$ cat config.mk
export PLATFORM = sky130hd
export DESIGN_NAME = store_align_buffer
export DESIGN_NICKNAME = d
export VERILOG_FILES = /design/src/rtl/store_align_buffer_pkg.sv /design/src/rtl/store_align_buffer_lane_align.sv /design/src/rtl/store_align_buffer.sv
export SDC_FILE = /design/constraint.sdc
export NUM_CORES = 1
export LEC_CHECK = 0
export BUFFER_PORTS_ARGS = -buffer_cell sky130_fd_sc_hd__buf_2
export CAP_MARGIN = 25
export CORE_ASPECT_RATIO = 1.5
export CORE_UTILIZATION = 49
export DETAILED_ROUTE_END_ITERATION = 16
export PLACE_DENSITY = 0.86
export SLEW_MARGIN = 20
export SYNTH_ARGS = -nofsm -noshare
export SYNTH_HDL_FRONTEND = slang
export SYNTH_HIERARCHICAL = 1
export SYNTH_SLANG_ARGS = --single-unit
$ cat constraint.sdc
create_clock -name i_clk -period 2.85 [get_ports i_clk]
set_clock_uncertainty 0.2 [all_clocks]
set_input_delay 0.285 -clock i_clk [delete_from_list [all_inputs] [get_ports i_clk]]
set_output_delay 0.285 -clock i_clk [all_outputs]
set_load 0.02 [all_outputs]
$ cat src/rtl/store_align_buffer_pkg.sv
// Shared definitions for the store align buffer: funct3 store sizes, byte-mask constants, FIFO entry layout.
package store_align_buffer_pkg;

    typedef enum logic [1:0] {
        F3_SB = 2'b00,
        F3_SH = 2'b01,
        F3_SW = 2'b10
    } store_size_e;

    localparam logic [3:0] MASK_SB    = 4'b0001;
    localparam logic [3:0] MASK_SH_LO = 4'b0011;
    localparam logic [3:0] MASK_SH_HI = 4'b1100;
    localparam logic [3:0] MASK_SW    = 4'b1111;

    typedef struct packed {
        logic [29:0] waddr;
        logic [31:0] wdata;
        logic [3:0]  wmask;
    } store_entry_t;

endpackage

$ cat src/rtl/store_align_buffer_lane_align.sv
// Combinational byte-lane alignment for SB/SH/SW: replicated write data, byte mask, misalignment flag.
module store_lane_align
    import store_align_buffer_pkg::*;
(
    input  logic [1:0]  funct3,
    input  logic [1:0]  addr_lo,
    input  logic [31:0] data,
    output logic [31:0] wdata,
    output logic [3:0]  wmask,
    output logic        misaligned
);

    always_comb begin
        wdata      = data;
        wmask      = MASK_SW;
        misaligned = 1'b0;
        case (funct3)
            F3_SB: begin
                wdata = {4{data[7:0]}};
                wmask = MASK_SB << addr_lo;
            end
            F3_SH: begin
                wdata      = {2{data[15:0]}};
                wmask      = addr_lo[1] ? MASK_SH_HI : MASK_SH_LO;
                misaligned = addr_lo[0];
            end
            // 2'b11 has no store meaning of its own and is handled as SW
            default: begin
                wdata      = data;
                wmask      = MASK_SW;
                misaligned = (addr_lo != 2'b00);
            end
        endcase
    end

endmodule

$ cat src/rtl/store_align_buffer.sv
// Store queue: aligns SB/SH/SW requests and buffers them in a DEPTH-entry FIFO toward the dmem write port.
// Optional STORE_MISALIGN_TRAP_EN drops misaligned SH/SW and pulses o_misaligned.
module store_align_buffer
    import store_align_buffer_pkg::*;
#(
    parameter int unsigned DEPTH = 2
) (
    input  logic        i_clk,
    input  logic        i_rst,
    input  logic        i_st_valid,
    output logic        o_st_ready,
    input  logic [2:0]  i_st_funct3,
    input  logic [31:0] i_st_addr,
    input  logic [31:0] i_st_data,
    output logic        o_dmem_wvalid,
    input  logic        i_dmem_wready,
    output logic [31:0] o_dmem_waddr,
    output logic [31:0] o_dmem_wdata,
    output logic [3:0]  o_dmem_wmask,
    output logic        o_empty,
    output logic        o_misaligned
);

    localparam int unsigned AW = $clog2(DEPTH);

    logic [AW:0]  wr_ptr;
    logic [AW:0]  rd_ptr;
    store_entry_t mem [DEPTH];
    store_entry_t head;
    store_entry_t new_entry;

    logic [31:0] lane_wdata;
    logic [3:0]  lane_wmask;
    logic        lane_misaligned;
    logic        full;
    logic        empty;
    logic        accept;
    logic        push;
    logic        pop;
    logic        unused_funct3_b2;

    assign unused_funct3_b2 = i_st_funct3[2];

    store_lane_align u_lane_align (
        .funct3     (i_st_funct3[1:0]),
        .addr_lo    (i_st_addr[1:0]),
        .data       (i_st_data),
        .wdata      (lane_wdata),
        .wmask      (lane_wmask),
        .misaligned (lane_misaligned)
    );

    assign new_entry.waddr = i_st_addr[31:2];
    assign new_entry.wdata = lane_wdata;
    assign new_entry.wmask = lane_wmask;

    assign empty  = (wr_ptr == rd_ptr);
    assign full   = (wr_ptr[AW] != rd_ptr[AW]) && (wr_ptr[AW-1:0] == rd_ptr[AW-1:0]);
    assign accept = i_st_valid && !full;
    assign pop    = !empty && i_dmem_wready;

`ifdef STORE_MISALIGN_TRAP_EN
    logic misaligned_q;

    assign push = accept && !lane_misaligned;

    always_ff @(posedge i_clk) begin
        if (i_rst) begin
            misaligned_q <= 1'b0;
        end else begin
            misaligned_q <= accept && lane_misaligned;
        end
    end

    assign o_misaligned = misaligned_q;
`else
    logic unused_misaligned;

    assign unused_misaligned = lane_misaligned;
    assign push              = accept;
    assign o_misaligned      = 1'b0;
`endif

    always_ff @(posedge i_clk) begin
        if (i_rst) begin
            wr_ptr <= '0;
            rd_ptr <= '0;
            for (int unsigned i = 0; i < DEPTH; i++) begin
                mem[i] <= '0;
            end
        end else begin
            if (push) begin
                mem[wr_ptr[AW-1:0]] <= new_entry;
                wr_ptr              <= wr_ptr + 1'b1;
            end
            if (pop) begin
                rd_ptr <= rd_ptr + 1'b1;
            end
        end
    end

    // Head is read straight out of storage, so it stays put until the pop edge.
    assign head          = mem[rd_ptr[AW-1:0]];
    assign o_dmem_waddr  = {head.waddr, 2'b00};
    assign o_dmem_wdata  = head.wdata;
    assign o_dmem_wmask  = head.wmask;
    assign o_dmem_wvalid = !empty;
    assign o_empty       = empty;
    assign o_st_ready    = !full;

endmodule

* After elaboration in Yosys (flattened, before gate mapping) *
Memories as Yosys holds them, arrays and structs flattened. A register that Yosys moved wholly into a read port is not among the register bits.
Cells that the tools add are included.

storage, ports and cells
  register bits after elaboration = 4
  RAM bits = 132
  input bits = 71
  output and inout port bits = 72
  word-level logic and storage cells = 30
  memories kept = 1

memory list
  memory  depth  bits a word  rd ports  clocked after Yosys merged registers in  write ports  RTL line                  source
  mem     2      66           1         1                                        2            store_align_buffer.sv:28  store_entry_t mem [DEPTH];

cells by class
  $add $sub $neg = 2
  equality and inequality tests = 4
  shift operators = 1
  muxes and demuxes = 13
  reductions and logical operators = 7

operators with widths
  cell                                                 number
  2-to-1 mux 66 bit                                    1
  OR reduction 66 bit                                  1
  case mux 32 bit (2 select lines)                     1
  2-to-1 mux 1 bit                                     9
  case mux 4 bit (2 select lines)                      1
  adder 2 x 1 -> 2 bit, second input constant          2
  2-to-1 mux 4 bit                                     1
  << shifter 1 x 2 -> 4 bit, first input constant      1
  logical AND 1 bit                                    3
  equality test 2 x 1 -> 1 bit, second input constant  1
  equality test 2 bit                                  1
  logical NOT 1 bit                                    2
  logical NOT 2 bit                                    1
  equality test 1 bit                                  1
  inequality test 1 bit                                1

* Logic depth before layout (Yosys ltp) *
  depth in word-level cells = 9
  depth in mapped cells = 6

* Hierarchy *
The synthesis kept the hierarchy.

modules (own cells, without submodules)
  module              times used  cells an instance  area each (sq um)  seq. area each (sq um)
  store_align_buffer  1           462                6,099.6            4,063.9
  store_lane_align    1           63                 521.8              0.0

* Worst setup path after synthesis *
OpenSTA, ideal clock, no wires.

  path kind = register -> register
  start point = register wr_ptr[0]
  end point = memory mem[1][0] (netlist name), enable pin
  setup time = 0.435 ns
  arrival = 2.420 ns
  path slack = -0.204 ns
  cell stages (with the launch flop) = 5
  clock period less this slack = 3.054 ns
  cells stage by stage = dfxtp_1 nand2_1 o21bai_2 buf_4 nand2b_1

RTL lines
  what                    RTL line                  source
  from (decl)             store_align_buffer.sv:26  logic [AW:0] wr_ptr;
  from (signal assigned)  store_align_buffer.sv:94  wr_ptr <= wr_ptr + 1'b1;
  to (decl)               store_align_buffer.sv:28

==> results by group <==
Run status
  • Status: completed

Place
  • Gpl congestion: 0.820
  • Placed Area: 0.00736 mm2
  • Placed cells: 787
  • Post-Place Worst Slack: approximately 0.65 ns
  • Detailed placement HPWL: 9.23 mm
  • PortBufs: 138

Die
  • Width of the die: approximately 97 um
  • DIE AREA: 0.0140 mm2
  • IO Count: 143
  • Initial core utilization: 50.5%
  • Die height: 144 um
  • # rows: between 50 and 60
  • Core Area: 0.0131 mm2

Finish
  • Share of layout cells above drive strength 1: between 40% and 50%
  • Fill cells: 996
  • Non-filler cells, final: 825
  • Reg area: 0.00407 mm2
  • Final core area utilization: between 60 and 70%
  • Antenna cells: 0
  • Layout area overhead: 21.2%
  • NumNets Final: approximately 720
  • Final Cell Area: 0.00801 mm2
  • Multi-input combinational cell area: 0.00228 mm2

CTS
  • Clk sinks: 137
  • TritonCTS clock tree: yes
  • CTS root buf: clkbuf_16
  • Clock-pin transition on the worst setup and hold timing paths: 0.06 ns
  • Post-CTS Setup Bufs: 0
  • H-tree Lvls: 4
  • TritonCTS Buffers: 17
  • Clk_lat worst skew: 0.40 ns
  • CTS Buffer Depth: 2

Synthesis
  • Synth Cell Area: about 0.0066 mm2
  • Mapped Cells: 522
  • Syn Area/Cell: between 10 and 15 um2
  • Yosys warns: 6

Power and ir drop
  • Pwr dens: 689 mW/mm2
  • VDD IR max: 0.000396 V
  • Leak: 3.32 nW
  • Power Total: 5.52 mW

Setup path
  • Family with the most delay on the worst path: flip-flops
  • CP Capture Type: output pin
  • WP data arrival: 1.86 ns
  • Worst setup SP type: flip-flop
  • Slowest-stage cell, CP: dfxtp_2
  • CP required: around 2.4 ns
  • Worst Path Max Fanout: 17
  • WP buf/inv: 2
  • Cells along the critical path: buf_4 -> mux2_2 -> buf_2
  • Slowest Stage Delay on Critical Path: 0.58 ns
  • Critical Setup Path Class: reg2out

Detailed routing
  • Post-DR wirelength/cell: 17.0 um
  • Final wirelength: around 14 mm
  • Vias: 4262
  • Drt pass-1 iters: 4
  • DRC Markers: 0
  • Vias per Instance: 5.17
  • Antenna-violating nets left: 0
  • Starting DRC count in detailed routing: 211

GRT
  • GRT Util Overall: 20.7%
  • Vias in the first global route: 4454
  • Largest net degree at the start of global routing: 71
  • Global-route wire length before repair: 22.1 mm
  • Initial antenna violation count: 0
  • GRT Residual Overflow: 0

STA
  • Final worst slack: 0.507 ns
  • Fin crit share: 82.2%
  • Slew HR: 50.4%
  • Final count of negative-setup-slack endpoints: 0
  • Hold WS: 0.0187 ns
  • Setup_tns: 0 ns
  • RSZ-0062 raised after global routing: false
  • Fin. Hold Viols: 0
  • Max Clock Freq: 427 MHz
  • Min Clock Period, post-route: roughly 2.3 ns
  • Worst-margin pin slew: 0.743 ns
  • Max Slew Vio Count: 0

Job
  • MaxCap Viol Count: 0

Hold path
  • Hold Crit Class: in2reg
layout by cell type, fill, tap and decap left out, types with 3 or more instances in the layout:
cell type,count
buf_2,138
nor2_1,136
edfxtp_1,132
mux2_2,82
nand2b_1,68
clkbuf_16,17
nand2_1,11
mux2i_1,10
buf_4,7
dlygate4sd3_1,6
o21ai_2,6
inv_1,4
dfxtp_1,4
a21oi_1,3
conb_1,3
clkinv_4,3
bufinv_16,3
clkinv_2,3
buf_12,3
worst register-to-register path: cells and delay by family, from the launching register on:
family	cells	cell delay, ns
buf+inv	1	0.31
compound gates	1	0.22
simple gates	1	0.37
xor+xnor	1	0.41
flops	1	0.35
timing repair:
item	4_1_cts	5_1_grt
hold endpoints to repair	6	0
hold buffers	6	0
resized for setup	0	0
per-layer routing:
| layer | vias up | global-route usage (%) | part of all wire (%) |
|---|---|---|---|
| li1 | 2054 | - | - |
| met3 | 14 | 4.83 | 4.6 |
| met5 | - | 0 | 0 |
| met2 | 145 | 38.8 | 55 |
| met4 | 0 | 9.27 | 1.5 |
| met1 | 2049 | 22.1 | 39 |
final cells by class:
type / instances / area share [%]
Clock buffer: 19 / 5.41
Clock inverter: 13 / 1.92
Inverter: 4 / 0.187
Multi-Input combinational cell: 339 / 28.5
Sequential cell: 137 / 50.8
Tap cell: 159 / 2.48
Timing Repair Buffer: 154 / 10.8
path summary, 6_finish.rpt:
check | from | end | slack, ns | cells past startpoint
hold / removal | i_st_addr[22] | mem[1][56] | 0.02 | 3
hold reg to reg | wr_ptr[1] | rd_ptr[1] | 0.36 | 2
setup reg to reg | rd_ptr[1] | mem[0][49] | 0.68 | 4
setup / recovery | flip-flop | o_dmem_waddr[12] | 0.51 | 3
registers in the layout, indices dropped and copies added (netlist names), named ones only:
register	count
wr_ptr	2
rd_ptr	2
mem	132
power by group:
| part | internal, mW | total (mW) | switching [mW] |
|---|---|---|---|
| sequential | 2.40 | 2.46 | 0.0550 |
| combinational | 0.355 | 0.908 | 0.553 |
| clock | 1.37 | 2.16 | 0.788 |
| total | 4.13 | 5.52 | 1.40 |
(Power assumes the default switching activity.)
